[src/rtl/mac_rx_pkg.sv]
// Shared types for the MAC receive reader: FSM encoding, frame limits and the
// output stream beat bundle.
package mac_rx_pkg;

  localparam int MAC_DATA_WIDTH    = 32;
  localparam int MAX_WORDS_DEFAULT = 380;

  typedef enum logic [1:0] {
    ST_IDLE,
    ST_READ,
    ST_DISCARD,
    ST_GAP
  } rx_state_t;

  typedef struct packed {
    logic [MAC_DATA_WIDTH-1:0] data;
    logic                      first;
    logic                      last;
    logic                      error;
  } beat_t;

endpackage

[src/rtl/mac_rx_reader_if.sv]
// Valid/ready word stream with frame markers, as emitted by the MAC receive reader.
interface mac_rx_reader_if #(
  parameter int DATA_WIDTH = 32
);
  logic [DATA_WIDTH-1:0] m_data;
  logic                  m_valid;
  logic                  m_ready;
  logic                  m_first;
  logic                  m_last;
  logic                  m_error;

  modport master (
    output m_data, m_valid, m_first, m_last, m_error,
    input  m_ready
  );

  modport slave (
    input  m_data, m_valid, m_first, m_last, m_error,
    output m_ready
  );
endinterface

[src/rtl/mac_rx_skid_buffer.sv]
// Two-entry FIFO of stream beats with occupancy output; head entry is driven
// straight from storage so the output side is fully registered.
module mac_rx_skid_buffer
  import mac_rx_pkg::*;
(
  input  logic       data_out_clock,
  input  logic       reset,
  input  logic       push,
  input  beat_t      push_beat,
  output logic       out_valid,
  input  logic       out_ready,
  output beat_t      out_beat,
  output logic [1:0] occupancy
);

  beat_t      mem [2];
  logic       wr_ptr;
  logic       rd_ptr;
  logic [1:0] count;
  logic       do_push;
  logic       do_pop;

  assign out_valid = (count != 2'd0);
  assign out_beat  = mem[rd_ptr];
  assign occupancy = count;
  assign do_pop    = out_valid && out_ready;
  assign do_push   = push && ((count != 2'd2) || do_pop);

  always_ff @(posedge data_out_clock or negedge reset) begin
    if (!reset) begin
      for (int i = 0; i < 2; i++) mem[i] <= '0;
      wr_ptr <= 1'b0;
      rd_ptr <= 1'b0;
      count  <= 2'd0;
    end else begin
      if (do_push) begin
        mem[wr_ptr] <= push_beat;
        wr_ptr      <= ~wr_ptr;
      end
      if (do_pop) rd_ptr <= ~rd_ptr;
      case ({do_push, do_pop})
        2'b10:   count <= count + 2'd1;
        2'b01:   count <= count - 2'd1;
        default: count <= count;
      endcase
    end
  end

endmodule

[src/rtl/mac_rx_reader.sv]
// Drains complete frames from the MAC receive pop port into a valid/ready
// stream, policing missing starts and oversize frames.
//
//   state      | meaning
//   ST_IDLE    | waiting for a complete frame in the MAC buffer
//   ST_READ    | popping and forwarding the current frame
//   ST_DISCARD | popping and dropping words up to the frame end
//   ST_GAP     | one idle cycle so the MAC can update frame_count
module mac_rx_reader
  import mac_rx_pkg::*;
#(
  parameter int DATA_WIDTH  = MAC_DATA_WIDTH,
  parameter int COUNT_WIDTH = 7,
  parameter int MAX_WORDS   = MAX_WORDS_DEFAULT,
  parameter int STAT_WIDTH  = 16
) (
  input  logic                   data_out_clock,
  input  logic                   reset,
  input  logic [DATA_WIDTH-1:0]  data_out,
  input  logic                   data_out_start,
  input  logic                   data_out_end,
  input  logic [COUNT_WIDTH-1:0] frame_count,
  output logic                   data_out_enable,
  mac_rx_reader_if.master        m,
  output logic [STAT_WIDTH-1:0]  frames_forwarded,
  output logic [STAT_WIDTH-1:0]  frames_dropped
);

  localparam int CNT_W = $clog2(MAX_WORDS + 1);

  rx_state_t        state, state_nxt;
  logic [CNT_W-1:0] word_cnt, word_cnt_nxt;
  logic             pop_q;
  logic [1:0]       occupancy;
  logic [1:0]       credit_used;
  logic             credit_ok;
  logic             out_fire;
  logic             push;
  beat_t            push_beat;
  beat_t            head;
  logic             fwd_inc;
  logic             drop_inc;
  logic             first_word;

  // A beat leaving this cycle frees its slot, which keeps one pop per cycle
  // sustainable with the downstream always ready.
  assign out_fire    = m.m_valid && m.m_ready;
  assign credit_used = occupancy - {1'b0, out_fire} + {1'b0, pop_q};
  assign credit_ok   = (credit_used < 2'd2) && !(pop_q && data_out_end);
  assign first_word  = (word_cnt == '0);

  always_comb begin
    state_nxt       = state;
    word_cnt_nxt    = word_cnt;
    data_out_enable = 1'b0;
    push            = 1'b0;
    push_beat       = '0;
    push_beat.data  = data_out;
    push_beat.first = first_word;
    fwd_inc         = 1'b0;
    drop_inc        = 1'b0;
    case (state)
      ST_IDLE: begin
        if (frame_count != '0) begin
          state_nxt    = ST_READ;
          word_cnt_nxt = '0;
        end
      end
      ST_READ: begin
        data_out_enable = credit_ok;
        if (pop_q) begin
          word_cnt_nxt = word_cnt + CNT_W'(1);
          if (first_word && !data_out_start) begin
            drop_inc  = 1'b1;
            state_nxt = data_out_end ? ST_GAP : ST_DISCARD;
          end else if (!first_word && data_out_start) begin
            push            = 1'b1;
            push_beat.last  = 1'b1;
            push_beat.error = 1'b1;
            drop_inc        = 1'b1;
            state_nxt       = ST_DISCARD;
          end else if (data_out_end) begin
            push           = 1'b1;
            push_beat.last = 1'b1;
            fwd_inc        = 1'b1;
            state_nxt      = ST_GAP;
          end else if (word_cnt == CNT_W'(MAX_WORDS - 1)) begin
            push            = 1'b1;
            push_beat.last  = 1'b1;
            push_beat.error = 1'b1;
            drop_inc        = 1'b1;
            state_nxt       = ST_DISCARD;
          end else begin
            push = 1'b1;
          end
        end
      end
      ST_DISCARD: begin
        data_out_enable = credit_ok;
        if (pop_q && data_out_end) state_nxt = ST_GAP;
      end
      ST_GAP:  state_nxt = ST_IDLE;
      default: state_nxt = ST_IDLE;
    endcase
  end

  always_ff @(posedge data_out_clock or negedge reset) begin
    if (!reset) begin
      state            <= ST_IDLE;
      word_cnt         <= '0;
      pop_q            <= 1'b0;
      frames_forwarded <= '0;
      frames_dropped   <= '0;
    end else begin
      state    <= state_nxt;
      word_cnt <= word_cnt_nxt;
      pop_q    <= data_out_enable;
      if (fwd_inc && (frames_forwarded != '1))
        frames_forwarded <= frames_forwarded + STAT_WIDTH'(1);
      if (drop_inc && (frames_dropped != '1))
        frames_dropped <= frames_dropped + STAT_WIDTH'(1);
    end
  end

  mac_rx_skid_buffer u_buf (
    .data_out_clock (data_out_clock),
    .reset          (reset),
    .push           (push),
    .push_beat      (push_beat),
    .out_valid      (m.m_valid),
    .out_ready      (m.m_ready),
    .out_beat       (head),
    .occupancy      (occupancy)
  );

  assign m.m_data  = head.data;
  assign m.m_first = head.first;
  assign m.m_last  = head.last;
  assign m.m_error = head.error;

endmodule
[src/flat_wrapper.sv]
// flat-port wrapper written by rule: the top's interface ports become plain ports
module mac_rx_reader_flat import mac_rx_pkg::*;
#(
  parameter int DATA_WIDTH  = MAC_DATA_WIDTH,
  parameter int COUNT_WIDTH = 7,
  parameter int MAX_WORDS   = MAX_WORDS_DEFAULT,
  parameter int STAT_WIDTH  = 16
)
  (data_out_clock, reset, data_out, data_out_start, data_out_end, frame_count, data_out_enable, frames_forwarded, frames_dropped, m_m_data, m_m_valid, m_m_first, m_m_last, m_m_error, m_m_ready);
  mac_rx_reader_if #(.DATA_WIDTH(DATA_WIDTH)) m_i ();
  input  logic data_out_clock;
  input  logic reset;
  input  logic [DATA_WIDTH-1:0] data_out;
  input  logic data_out_start;
  input  logic data_out_end;
  input  logic [COUNT_WIDTH-1:0] frame_count;
  output logic data_out_enable;
  output logic [STAT_WIDTH-1:0] frames_forwarded;
  output logic [STAT_WIDTH-1:0] frames_dropped;
  output wire logic [$bits(m_i.m_data)-1:0] m_m_data;
  output wire logic [$bits(m_i.m_valid)-1:0] m_m_valid;
  output wire logic [$bits(m_i.m_first)-1:0] m_m_first;
  output wire logic [$bits(m_i.m_last)-1:0] m_m_last;
  output wire logic [$bits(m_i.m_error)-1:0] m_m_error;
  input wire logic [$bits(m_i.m_ready)-1:0] m_m_ready;
  assign m_m_data = m_i.m_data;
  assign m_m_valid = m_i.m_valid;
  assign m_m_first = m_i.m_first;
  assign m_m_last = m_i.m_last;
  assign m_m_error = m_i.m_error;
  assign m_i.m_ready = m_m_ready;
  mac_rx_reader #(.DATA_WIDTH(DATA_WIDTH), .COUNT_WIDTH(COUNT_WIDTH), .MAX_WORDS(MAX_WORDS), .STAT_WIDTH(STAT_WIDTH)) u_core (.data_out_clock(data_out_clock), .reset(reset), .data_out(data_out), .data_out_start(data_out_start), .data_out_end(data_out_end), .frame_count(frame_count), .data_out_enable(data_out_enable), .m(m_i), .frames_forwarded(frames_forwarded), .frames_dropped(frames_dropped));
endmodule
[config.mk]
export PLATFORM = sky130hd
export DESIGN_NAME = mac_rx_reader_flat
export DESIGN_NICKNAME = d
export VERILOG_FILES = /design/src/rtl/mac_rx_pkg.sv /design/src/rtl/mac_rx_reader_if.sv /design/src/rtl/mac_rx_skid_buffer.sv /design/src/rtl/mac_rx_reader.sv /design/src/flat_wrapper.sv
export SDC_FILE = /design/constraint.sdc
export NUM_CORES = 1
export LEC_CHECK = 0
export CAP_MARGIN = 10
export CORE_MARGIN = 5
export CORE_UTILIZATION = 50
export DETAILED_ROUTE_END_ITERATION = 16
export HOLD_SLACK_MARGIN = 0.03
export PLACE_DENSITY_LB_ADDON = 0.25
export REMOVE_ABC_BUFFERS = 1
export SLEW_MARGIN = 0
export SYNTH_ARGS = -nofsm -noshare
export SYNTH_HDL_FRONTEND = slang
export SYNTH_HIERARCHICAL = 1
export SYNTH_SLANG_ARGS = --single-unit
[constraint.sdc]
create_clock -name data_out_clock -period 7.64 [get_ports data_out_clock]
set_clock_uncertainty 0.15 [all_clocks]
set_input_delay 1.91 -clock data_out_clock [delete_from_list [all_inputs] [get_ports data_out_clock]]
set_output_delay 1.91 -clock data_out_clock [all_outputs]
set_load 0.01 [all_outputs]
# ---- Word-level counts from Yosys, hierarchy flattened
# Cells that the tools add are included.
dict set report totals {
  register_bits 118
  inputBits 44
  output_inout_bits 69
  elab_cells 107
}
dict set report op_classes {
  add_sub_neg 7
  magnitude_cmp 4
  eq_ne 13
  muxes 41
  bitwise_logic 4
  n_reduce_logical 22
}
# cell count
set op_table {}
lappend op_table {{$mux 35} 4}
lappend op_table {{$bwmux 70} 1}
lappend op_table {{$demux 35 s1} 1}
lappend op_table {{$add 16x1->16 const B} 2}
lappend op_table {{$ne 16x16->1 const B} 2}
lappend op_table {{$mux 2} 12}
lappend op_table {{$mux 1} 18}
lappend op_table {{$mux 9} 2}
lappend op_table {{$pmux 9 s2} 1}
lappend op_table {{$add 9x1->9 const B} 1}
lappend op_table {{$eq 9x9->1 const B} 1}
lappend op_table {{$logic_and 1x1->1} 9}
lappend op_table {{$logic_not 9->1} 1}
lappend op_table {{$pmux 2 s4} 1}
lappend op_table {{$reduce_bool 7->1} 1}
lappend op_table {{$eq 2x2->1 const B} 3}
lappend op_table {{$ne 2x1->1 const B} 3}
lappend op_table {{$reduce_bool 2->1} 3}
lappend op_table {{$ne 5x2->1 const B} 1}
lappend op_table {{$eq 2x1->1 const B} 2}
lappend op_table {{$ge 2x2->1 const B} 2}
lappend op_table {{$not 1->2} 2}
lappend op_table {{$pmux 2 s2} 1}
lappend op_table {{$reduce_and 4->1} 1}
lappend op_table {{13 further kinds} 16}

# ---- Depth between registers and ports, before layout
# Gate-level depths: netlist (run 1).
dict set report logic_depth {
  ltp_word 8
  mapped_depth 11
  ltp_nobuf 11
}

# ---- Cells and area by module
# Netlist (run 1), hierarchy kept.
# module n_inst cells_per_inst area_each_um2 seq_area_each_um2
set modules_own_cells {}
lappend modules_own_cells {mac_rx_skid_buffer 1 203 3245.6 1851.8}
lappend modules_own_cells {mac_rx_reader 1 255 2581.2 1101.1}

# ---- Worst setup path after synthesis (run 1)
# No wires, ideal clock.
dict set report synth_path {
  path_type {input to output}
  from {input m_m_ready}
  to {output data_out_enable}
  arrival_ns 2.877
  required_time_ns 5.580
  path_slack_ns 2.703
  path_stages 6
  path_buffers 0
  cell_sequence {and2_1 -> ha_1 -> xor2_1 -> mux2i_1 -> o22ai_1 -> and2_1}
}
dict set report synth_between {
  elab_chain_cells 6
}
# element line_no
set synth_rtl {}
lappend synth_rtl {{start, declared} flat_wrapper.sv:25} ;# input wire logic [$bits(m_i.m_ready)-1:0] m_m_ready;
lappend synth_rtl {{$logic_and 1x1->1} mac_rx_reader.sv:47} ;# assign out_fire = m.m_valid && m.m_ready;
lappend synth_rtl {{$sub 2x1->2} mac_rx_reader.sv:48} ;# assign credit_used = occupancy - {1'b0, out_fire} + {1'b0, pop_q};
lappend synth_rtl {{$add 2x1->2} mac_rx_reader.sv:48}
lappend synth_rtl {{$lt 2x2->1} mac_rx_reader.sv:49} ;# assign credit_ok = (credit_used < 2'd2) && !(pop_q && data_out_end);
lappend synth_rtl {{$logic_and 1x1->1} mac_rx_reader.sv:49}
lappend synth_rtl {{$mux 1} mac_rx_reader.sv:62} ;# case (state)
lappend synth_rtl {{end, declared} flat_wrapper.sv:17} ;# output logic data_out_enable;
# No other way between the ends.

# ---- Worst setup path after layout (run 1)
# Same ends and word-level chain as after synthesis.

==> results of run 1 <==
## how the worst min path moves through the flow
stage	startpoint	endpoint	slack (ns)	depth (start not counted)
5_1_grt	u_core/frames_dropped[4]	u_core/frames_dropped[4]	0.36	1
3_3_place_gp	u_core/frames_dropped[4]	u_core/frames_dropped[4]	0.33	1
6_report	u_core/frames_dropped[4]	u_core/frames_dropped[4]	0.34	1
4_1_cts	u_core/frames_dropped[4]	u_core/frames_dropped[4]	0.35	1
3_5_place_dp	u_core/frames_forwarded[9]	u_core/frames_forwarded[9]	0.33	1
2_1_floorplan	u_core/u_buf/mem[0]	u_core/u_buf/mem[0]	0.32	1
## per-stage QoR
step	instances	power (uW)	setup WS [ns]	util, %
after floorplan	442	1620	2.70	-
after global placement	700	2080	1.67	61.6
after detailed placement	700	2120	1.69	61.6
after CTS	731	2960	1.68	66.9
after global routing	731	3100	1.54	66.9
final	731	2920	1.70	66.9
## final cells by class
cell class	instances	share of cell area [%]
clock buffers	22	6.07
clock inverters	9	1.96
flip-flops and latches	118	38.6
multi-input cells	315	35.6
repair buffers	115	14.9
inverters	9	0.442
well taps	143	2.34
## metal layers
layer	global-route usage, %	vias up
met1	23.3	1999
met2	30.5	89
li1	-	1895
met4	6.24	0
met5	0	-
met3	5.53	17
## sequential cells by signal (all words and copies together), names as in the netlist
| name | count |
|---|---|
| u_core/frames_dropped | 16 |
| u_core/frames_forwarded | 16 |
| u_core/pop_q | 1 |
| u_core/state | 2 |
| u_core/u_buf/mem | 70 |
| u_core/u_buf/occupancy | 2 |
| u_core/u_buf/rd_ptr | 1 |
| u_core/u_buf/wr_ptr | 1 |
| u_core/word_cnt | 9 |
## power by group through the flow
stage / combinational (uW) / clock [uW] / sequential (uW)
2_1_floorplan: 636 / 0 / 980
3_3_place_gp: 1090 / 0 / 984
3_5_place_dp: 1120 / 0 / 1000
4_1_cts: 1130 / 839 / 994
5_1_grt: 1200 / 869 / 1030
6_report: 1110 / 819 / 992
## placed cells by master (no fill, tap or decap), types with 4 or more instances in the layout
cell               n
buf_4              4
nand2_1           21
clkbuf_16         17
o31ai_1            4
a21oi_1            6
or2_2              5
nor4_1             4
o21ai_0            8
inv_1              9
nor3_1             8
ha_1              10
nand2b_1           5
bufinv_16          4
and2_1             6
nand4_1           14
nand3_1           16
xor2_1            23
mux2_2           111
xnor2_1           10
and3_1             4
nor2_1            17
clkdlybuf4s50_1  111
dfrtp_1          118
## critical path, cell delays in order
cell and delay [ns]:
clkdlybuf4s50_1 0.51, and2_1 0.15, ha_1 0.16, xor2_1 0.21
mux2i_1 0.21, o22ai_1 0.09, and2_1 0.18, clkdlybuf4s50_1 0.48
## cell families (layout without fill, tap and decap cells)
group / count (synthesis) / in the layout / share of synthesized area, %
flip-flops: 118 / 118 / 50.7
buffers and inverters: 25 / 155 / 2.68
AO/OA/AOI/OAI: 28 / 28 / 3.03
XOR/XNOR: 33 / 33 / 4.96
adder cells (fa/ha/maj): 11 / 11 / 2.32
AND/OR/NAND/NOR: 131 / 131 / 14.7
multiplexers: 112 / 112 / 21.6
==> run metrics, run 1 <==
largest net degree at the start of global routing 69; crit end category primary output; worst slew pin tran 1.08 ns; Pwr Density 382 nW/um2; Max Slew Vio Count 0; clock power share 28.1%; number of synthesized register bits 118; Worst EP required about 5.6 ns; fin crit share ~78%; gpl congestion approximately 0.83; status finished, final reports clean; htree depth 4; FF-to-FF path depth 7; Yosys warning total 6; placed cell area 7030 um2; startpoint types primary input; worst min path class reg2reg; CP endpoint data_out_enable; Multi-input gate area 2720 um2; post-cts sizing count 0; Synth top area share 50.7%; Synth area leaders dfrtp_1, mux2_2, xor2_1; Post-Route M1 WL roughly 5500 um; Main synth FF type dfrtp_1; min Tclk post-route 5.94 ns; grt ovf 0; Internal slightly above 2000 uW; Fill cells between 800 and 900; CTS clk-pin slew, worst paths 0.05 ns; drt drc 0; Static Leak 0.00327 uW; Port Buffers between 100 and 150; Std-Cell Rows 39; Vias/cell 5.47; Synth Instances 458; maximum clock frequency around 0.17 GHz; Comb power frac 38.0%; proportion of layout cells with a drive suffix above 1 27.4%; total negative slack 0 ns; Clock Sinks roughly 120; Post-synth EDFFs 0; Die Area 13900 um2; RR Endpoint u_core/u_buf/mem[3]; final instance area around 7600 um2; CTS tree yes; Chip Height approximately 120 um; DR WL met2 6160 um; r2r setup slk around 4.4 ns; crit path launch m_m_ready; final setup vio count 0; Reg power frac 34.0%; switching power 852 uW; register area 2950 um2; vias in the first global route between 4000 and 5000; WHS roughly 0.34 ns; unrepaired setup endpoints after global routing false; # nets final 630; max_cap viols 0; sw frac 29.2%; global-route wire length before repair approximately 21000 um; Max VDD drop 0.241 mV; Netlist cell types 55; vias 4000; average wire per standard cell 16.9 um; Seq/Total Area, Yosys between 50% and 60%; top layer in use met4; drt total wl ~12000 um; drt initial violations roughly 230; die width 118 um; post-DP HPWL 8400 um; Clock Tree Root clkbuf_16; Clock Tree Buf Depth 2; syn avg cell area between 10 and 15 um2; arrival time worst endpoint just under 4 ns; Initial Utilization 51.0%; met3 WL 580 um; CP Max Fanout 3; Core Footprint 11400 um2; Rel. slew slack 27.6%; Total GRT Usage 18.5%; # Post-CTS Setup Buffers 0; CTS buffer count 17; Area growth syn-to-layout 31.2%; CP Class in2out; post-synth top area cell dfrtp_1; antenna-violating nets left 0; ys async rst share 100%; I/O Pins around 110; commonest cells in the netlist dfrtp_1, mux2_2, xor2_1, nand2_1, nor2_1; top-count cell post-synth dfrtp_1; clk_lat worst skew 0.40 ns; drt pass-1 iters 4; initial antenna violation count 0; diode count 0; reg2reg start u_core/state[1]; hold_buf cts 0; Final Hold Vio Count 0; synthesized area 5830 um2
No activity file was read; power rests on OpenSTA's default activity.
==> inputs of run 2 (changes only) <==
--- a/config.mk
+++ b/config.mk
@@ -7,7 +7,7 @@
 export LEC_CHECK = 0
 export CAP_MARGIN = 10
 export CORE_MARGIN = 5
-export CORE_UTILIZATION = 50
+export CORE_UTILIZATION = 47
 export DETAILED_ROUTE_END_ITERATION = 16
 export HOLD_SLACK_MARGIN = 0.03
 export PLACE_DENSITY_LB_ADDON = 0.25
==> constraint.sdc (replaced) <==
create_clock -name data_out_clock -period 5.2 [get_ports data_out_clock]
set_clock_uncertainty 0.15 [all_clocks]
set_input_delay 1.3 -clock data_out_clock [delete_from_list [all_inputs] [get_ports data_out_clock]]
set_output_delay 1.3 -clock data_out_clock [all_outputs]
set_load 0.01 [all_outputs]
==> run 2 against run 1 <==
Compared with the run above:
- clock-buffer cell count up 3
- final cell count up 3.6%
- register-to-register slack worse by 2.3 ns
- sequential share of layout area up 0.29 points
- wire length up 4.1%
- via count up 1.5%
- total power up 41%
- clock power up 22%
- utilization down 4.0 points
- first-iteration DRC count down 7.4%
- sequential power up 47%
- worst setup slack worse by 1.3 ns
==> run metrics, run 2 (same netlist as run 1, synthesis figures left out) <==
Vias/cell 5.36 (-2.0%); CTS tree yes; Max Slew Vio Count 0 (unchanged); antenna-violating nets left 0 (unchanged); met1 usage 22.6% (-0.72 points); Max VDD drop 0.332 mV (+38%); average wire per standard cell 17.0 um (+0.53%); Final Hold Vio Count 0 (unchanged); diode count 0 (unchanged); I/O Pins 113 (unchanged); Static Leak 0.00324 uW (-0.89%); vias 4061 (+1.5%); Clock Tree Buf Depth 2 (unchanged); clk_lat worst skew 0.40 ns (about the same); Worst EP required 3.75 ns (-1.83 ns); max reg flops 70 (unchanged); Pwr Density 542 nW/um2 (+42%); startpoint types primary input; arrival time worst endpoint 3.31 ns (-0.57 ns); min Tclk post-route approximately 4.8 ns; CTS clk-pin slew, worst paths 0.05 ns (about the same); drt total wl 12900 um (+4.1%); worst slew pin tran 0.803 ns (-0.281 ns); status finished, final reports clean; CP Max Fanout 3 (unchanged); CTS buffer count 17 (unchanged); Total GRT Usage 18.3% (-0.25 points); non-filler cells, final 757 (+3.6%); largest net degree at the start of global routing 65 (-5.8%); commonest non-fill, non-tap cell in the layout dfrtp_1; htree depth 4 (unchanged); drt drc 0 (unchanged); Initial Utilization 48.3% (-2.7 points); most frequent cells in the layout dfrtp_1, clkdlybuf4s50_1, mux2_2; grt met2 use 30.5% (about the same); # nets final 632 (+0.32%); Clock Sinks 118 (unchanged); proportion of layout cells with a drive suffix above 1 27.2% (-0.22 points); crit end category primary output; worst min path class reg2reg; Chip Height 121 um (+2.9%); max_cap viols 0 (unchanged); final setup vio count 0 (unchanged); M3 GR Usage 6.01% (+0.49 points); Final Util 62.9% (-4.0 points); fin crit share roughly nine tenths; Area growth syn-to-layout 30.2%; Fill cells 950 (+6.0%); Rel. slew slack 46.5% (+19 points); final instance area 7590 um2 (-0.75%); maximum clock frequency 0.210 GHz; total negative slack 0 ns (unchanged); vias in the first global route 4377 (+1.2%); drt pass-1 iters 6 (+2); busiest metal layer after global routing met2; Top reg by flops u_core/u_buf/mem; unrepaired setup endpoints after global routing false; # placed instances 727 (+3.9%); Total Power 4110 uW (+41%); drt initial violations 214 (-7.4%); post-cts sizing count 0 (unchanged); Std-Cell Rows 40 (+2.6%); CP Class in2out; grt ovf 0 (unchanged); Core Footprint 12100 um2 (+5.6%); die width 121 um (+2.9%); Port Buffers 112 (unchanged); hold_buf cts 0 (unchanged); global-route wire length before repair 21500 um (+1.8%); post-DP HPWL 8930 um (+6.3%); Clock Tree Root clkbuf_16; placed cell area 7080 um2 (+0.66%); initial antenna violation count 0 (unchanged); register area 2950 um2 (unchanged); gpl congestion 0.850 (+2.7%); top flop regs u_core/u_buf/mem (70), u_core/frames_dropped (16), u_core/frames_forwarded (16); # Post-CTS Setup Buffers 0 (unchanged); Multi-input gate area 2720 um2 (unchanged); Die Area 14700 um2 (+5.8%)
==> run 2: changes by cell type in the layout (fill, tap and decap cells not counted), sizes merged <==
| cell | change |
|---|---|
| clkinvlp | -2 |
| bufinv | -4 |
| clkinv | +2 |
| clkbuf | +3 |
| buf | +2 |
==> run 2: layout make-up <==
type                       instances  share of cell area (%)
inverter                           9                   0.445
multi-input combinational        315                    35.9
clock inverter                     5                   0.330
clock buffer                      25                    6.40
tap                              168                    2.77
sequential                       118                    38.9
timing repair buffer             117                    15.2
==> run 2: where the power goes <==
group          internal [uW]  leakage [uW]  total, uW  switching, uW
Sequential              1240       0.00149       1460            217
Combinational            981       0.00150       1650            669
Clock                    635      0.000257       1000            369
==> run 2: through the flow <==
stage               hold slack (ns)  setup slack (ns)
floorplan                     0.325              1.48
global placement              0.327             0.457
detailed placement            0.327             0.443
CTS                           0.344             0.419
global route                  0.364             0.305
finish                        0.337             0.443
==> run 2: worst max-delay path: stages <==
cell             delay [ns]
clkdlybuf4s50_1        0.52
and2_1                 0.15
ha_1                   0.15
xor2_1                 0.22
mux2i_1                0.21
o22ai_1                0.09
and2_1                 0.18
clkdlybuf4s50_1        0.48
==> run 2: worst paths after layout <==
check | to | cells past startpoint | startpoint | slack (ns)
min in group asynchronous | u_core/frames_forwarded[11] | 1 | reset | 0.84
hold / removal | u_core/frames_dropped[4] | 1 | u_core/frames_dropped[4] | 0.34
setup / recovery | data_out_enable | 8 | m_m_ready | 0.44
hold reg to reg | u_core/frames_dropped[4] | 1 | u_core/frames_dropped[4] | 0.34
max in group asynchronous | u_core/frames_forwarded[15] | 2 | reset | 3.12
setup reg to reg | u_core/u_buf/mem[9] | 8 | u_core/state[1] | 2.07
==> run 2: routing by layer <==
layer  share of wire (%)  vias to the layer above  routed length, um
met5                   0                        -                  0
met4                 1.1                        0                147
met3                 5.2                       15                664
met2                  51                      100               6550
met1                  43                     2049               5510
li1                    -                     1897                  -
==> inputs of run 3 (changes only) <==
--- a/config.mk
+++ b/config.mk
@@ -6,7 +6,6 @@
 export NUM_CORES = 1
 export LEC_CHECK = 0
 export CAP_MARGIN = 10
-export CORE_MARGIN = 5
 export CORE_UTILIZATION = 47
 export DETAILED_ROUTE_END_ITERATION = 16
 export HOLD_SLACK_MARGIN = 0.03
==> run 3 against run 2 <==
Compared with the run above:
- critical path depth unchanged
- global-route usage increased by 2.2 points
- non-clock buffer count increased by 1
- die area decreased by 13%
- cell area increased by 0.46%
- via count decreased by 0.25%
- clock power increased by 6%
- worst setup slack got worse by 0.048 ns
- hold slack about the same
- first-iteration DRC count increased by 19%
==> run metrics, run 3 (same netlist as run 1, synthesis figures left out) <==
status finished, final reports clean; crit end category primary output; CP Class in2out; Worst EP required 3.75 ns (about the same); initial antenna violation count 0 (unchanged); placed cell area 7080 um2 (+0.11%); CTS tree yes; post-cts sizing count 0 (unchanged); worst min path class reg2reg; Top reg by flops u_core/u_buf/mem; hold_buf cts 0 (unchanged); Final Hold Vio Count 0 (unchanged); drt pass-1 iters 4 (-2); Clock Tree Buf Depth 2 (unchanged); I/O Pins 113 (unchanged); Chip Height 113 um (-6.6%); CP Max Fanout 3 (unchanged); commonest non-fill, non-tap cell in the layout dfrtp_1; Total GRT Usage 20.5% (+2.2 points); unrepaired setup endpoints after global routing false; critical path's top delay family buffers and inverters; htree depth 4 (unchanged); CP max-delay cell clkdlybuf4s50_1; grt ovf 0 (unchanged); r2r setup slk 2.26 ns (+0.19 ns); Clock Tree Root clkbuf_16; vias 4051 (-0.25%); Core Footprint 12100 um2 (unchanged); antenna-violating nets left 0 (unchanged); # Post-CTS Setup Buffers 0 (unchanged); Port Buffers 112 (unchanged); largest stage delay on the critical path 0.51 ns (about the same); number of buffer and inverter stages on the critical path 2 (unchanged); CTS buffer count 17 (unchanged); drt initial violations 254 (+19%); fin crit share 92.4% (+0.91 points); max reg flops 70 (unchanged); Final Util 63.2% (+0.29 points); Area growth syn-to-layout 30.8%; arrival time worst endpoint 3.35 ns (+0.04 ns); clk_lat worst skew 0.40 ns (about the same); largest net degree at the start of global routing 70 (+7.7%); diode count 0 (unchanged); proportion of layout cells with a drive suffix above 1 27.6% (+0.39 points); Total Power 4170 uW (+1.4%); Max Slew Vio Count 0 (unchanged); final instance area 7620 um2 (+0.46%); total negative slack 0 ns (unchanged); average wire per standard cell 16.1 um (-5.1%); drt drc 0 (unchanged); global-route wire length before repair 20400 um (-5.2%); Pwr Density 547 nW/um2 (+0.96%); top flop regs u_core/u_buf/mem (70), u_core/frames_dropped (16), u_core/frames_forwarded (16); Max VDD drop 0.256 mV (-23%); Rel. slew slack 41.4% (-5.0 points); die width 113 um (-6.6%); non-filler cells, final 756 (-0.13%); Vias/cell 5.36 (-0.11%); maximum clock frequency 0.208 GHz (-0.99%); vias in the first global route 4106 (-6.2%); # nets final 633 (+0.16%); worst slew pin tran 0.878 ns (+0.0755 ns); max_cap viols 0 (unchanged); post-DP HPWL 8260 um (-7.5%); Clock Sinks 118 (unchanged); worst hold path depth 1 (unchanged); min Tclk post-route 4.80 ns (+0.0475 ns); CTS clk-pin slew, worst paths 0.05 ns (about the same); crit-path cells clkdlybuf4s50_1 -> and2_1 -> ha_1 -> xor2_1 -> mux2i_1 -> o22ai_1 -> and2_1 -> clkdlybuf4s50_1; Die Area 12800 um2 (-13%); Std-Cell Rows 40 (unchanged); FF-to-FF path depth 7 (-1); startpoint types primary input; final setup vio count 0 (unchanged); cell count along the critical path 8 (unchanged); Initial Utilization 48.3% (unchanged); Static Leak 0.00326 uW (+0.58%); most frequent cells in the layout dfrtp_1, clkdlybuf4s50_1, mux2_2; gpl congestion 0.794 (-6.6%); drt total wl 12200 um (-5.2%); # placed instances 728 (+0.14%)
-- run 3: through the flow --
step           hold slack (ns)  worst slack (ns)
2_1_floorplan            0.325              1.48
3_3_place_gp             0.331             0.457
3_5_place_dp             0.327             0.398
4_1_cts                  0.343             0.389
5_1_grt                  0.364             0.244
6_report                 0.337             0.396
-- run 3: final cells by class --
class | count | area [um2]
clock buffers | 23 | 488
repair buffers | 118 | 1160
well taps | 168 | 210
fillers | 963 | 4440
clock inverters | 5 | 50.0
inverters | 9 | 33.8
multi-input cells | 315 | 2720
flip-flops and latches | 118 | 2950
-- run 3: where the power goes --
| group | switching, uW | internal (uW) |
|---|---|---|
| combinational | 653 | 987 |
| clock | 372 | 692 |
| sequential | 227 | 1240 |
-- run 3: path summary, 6_finish.rpt --
path | startpoint | endpoint
worst max-delay path | m_m_ready | data_out_enable
worst min-delay path | u_core/frames_dropped[4] | u_core/frames_dropped[4]
worst max register to register | u_core/word_cnt[0] | u_core/frames_dropped[1]
worst min register to register | u_core/frames_dropped[4] | u_core/frames_dropped[4]
max in group asynchronous | reset | u_core/u_buf/mem[66]
min in group asynchronous | reset | u_core/frames_forwarded[12]
-- run 3: metal layers --
| metal | vias up | track usage (%) | share of wire [%] |
|---|---|---|---|
| li1 | 1901 | - | - |
| met4 | 0 | 8.33 | 1.7 |
| met1 | 2030 | 25.9 | 44 |
| met5 | - | 0 | 0 |
| met3 | 17 | 5.25 | 4.4 |
| met2 | 103 | 33.5 | 50 |
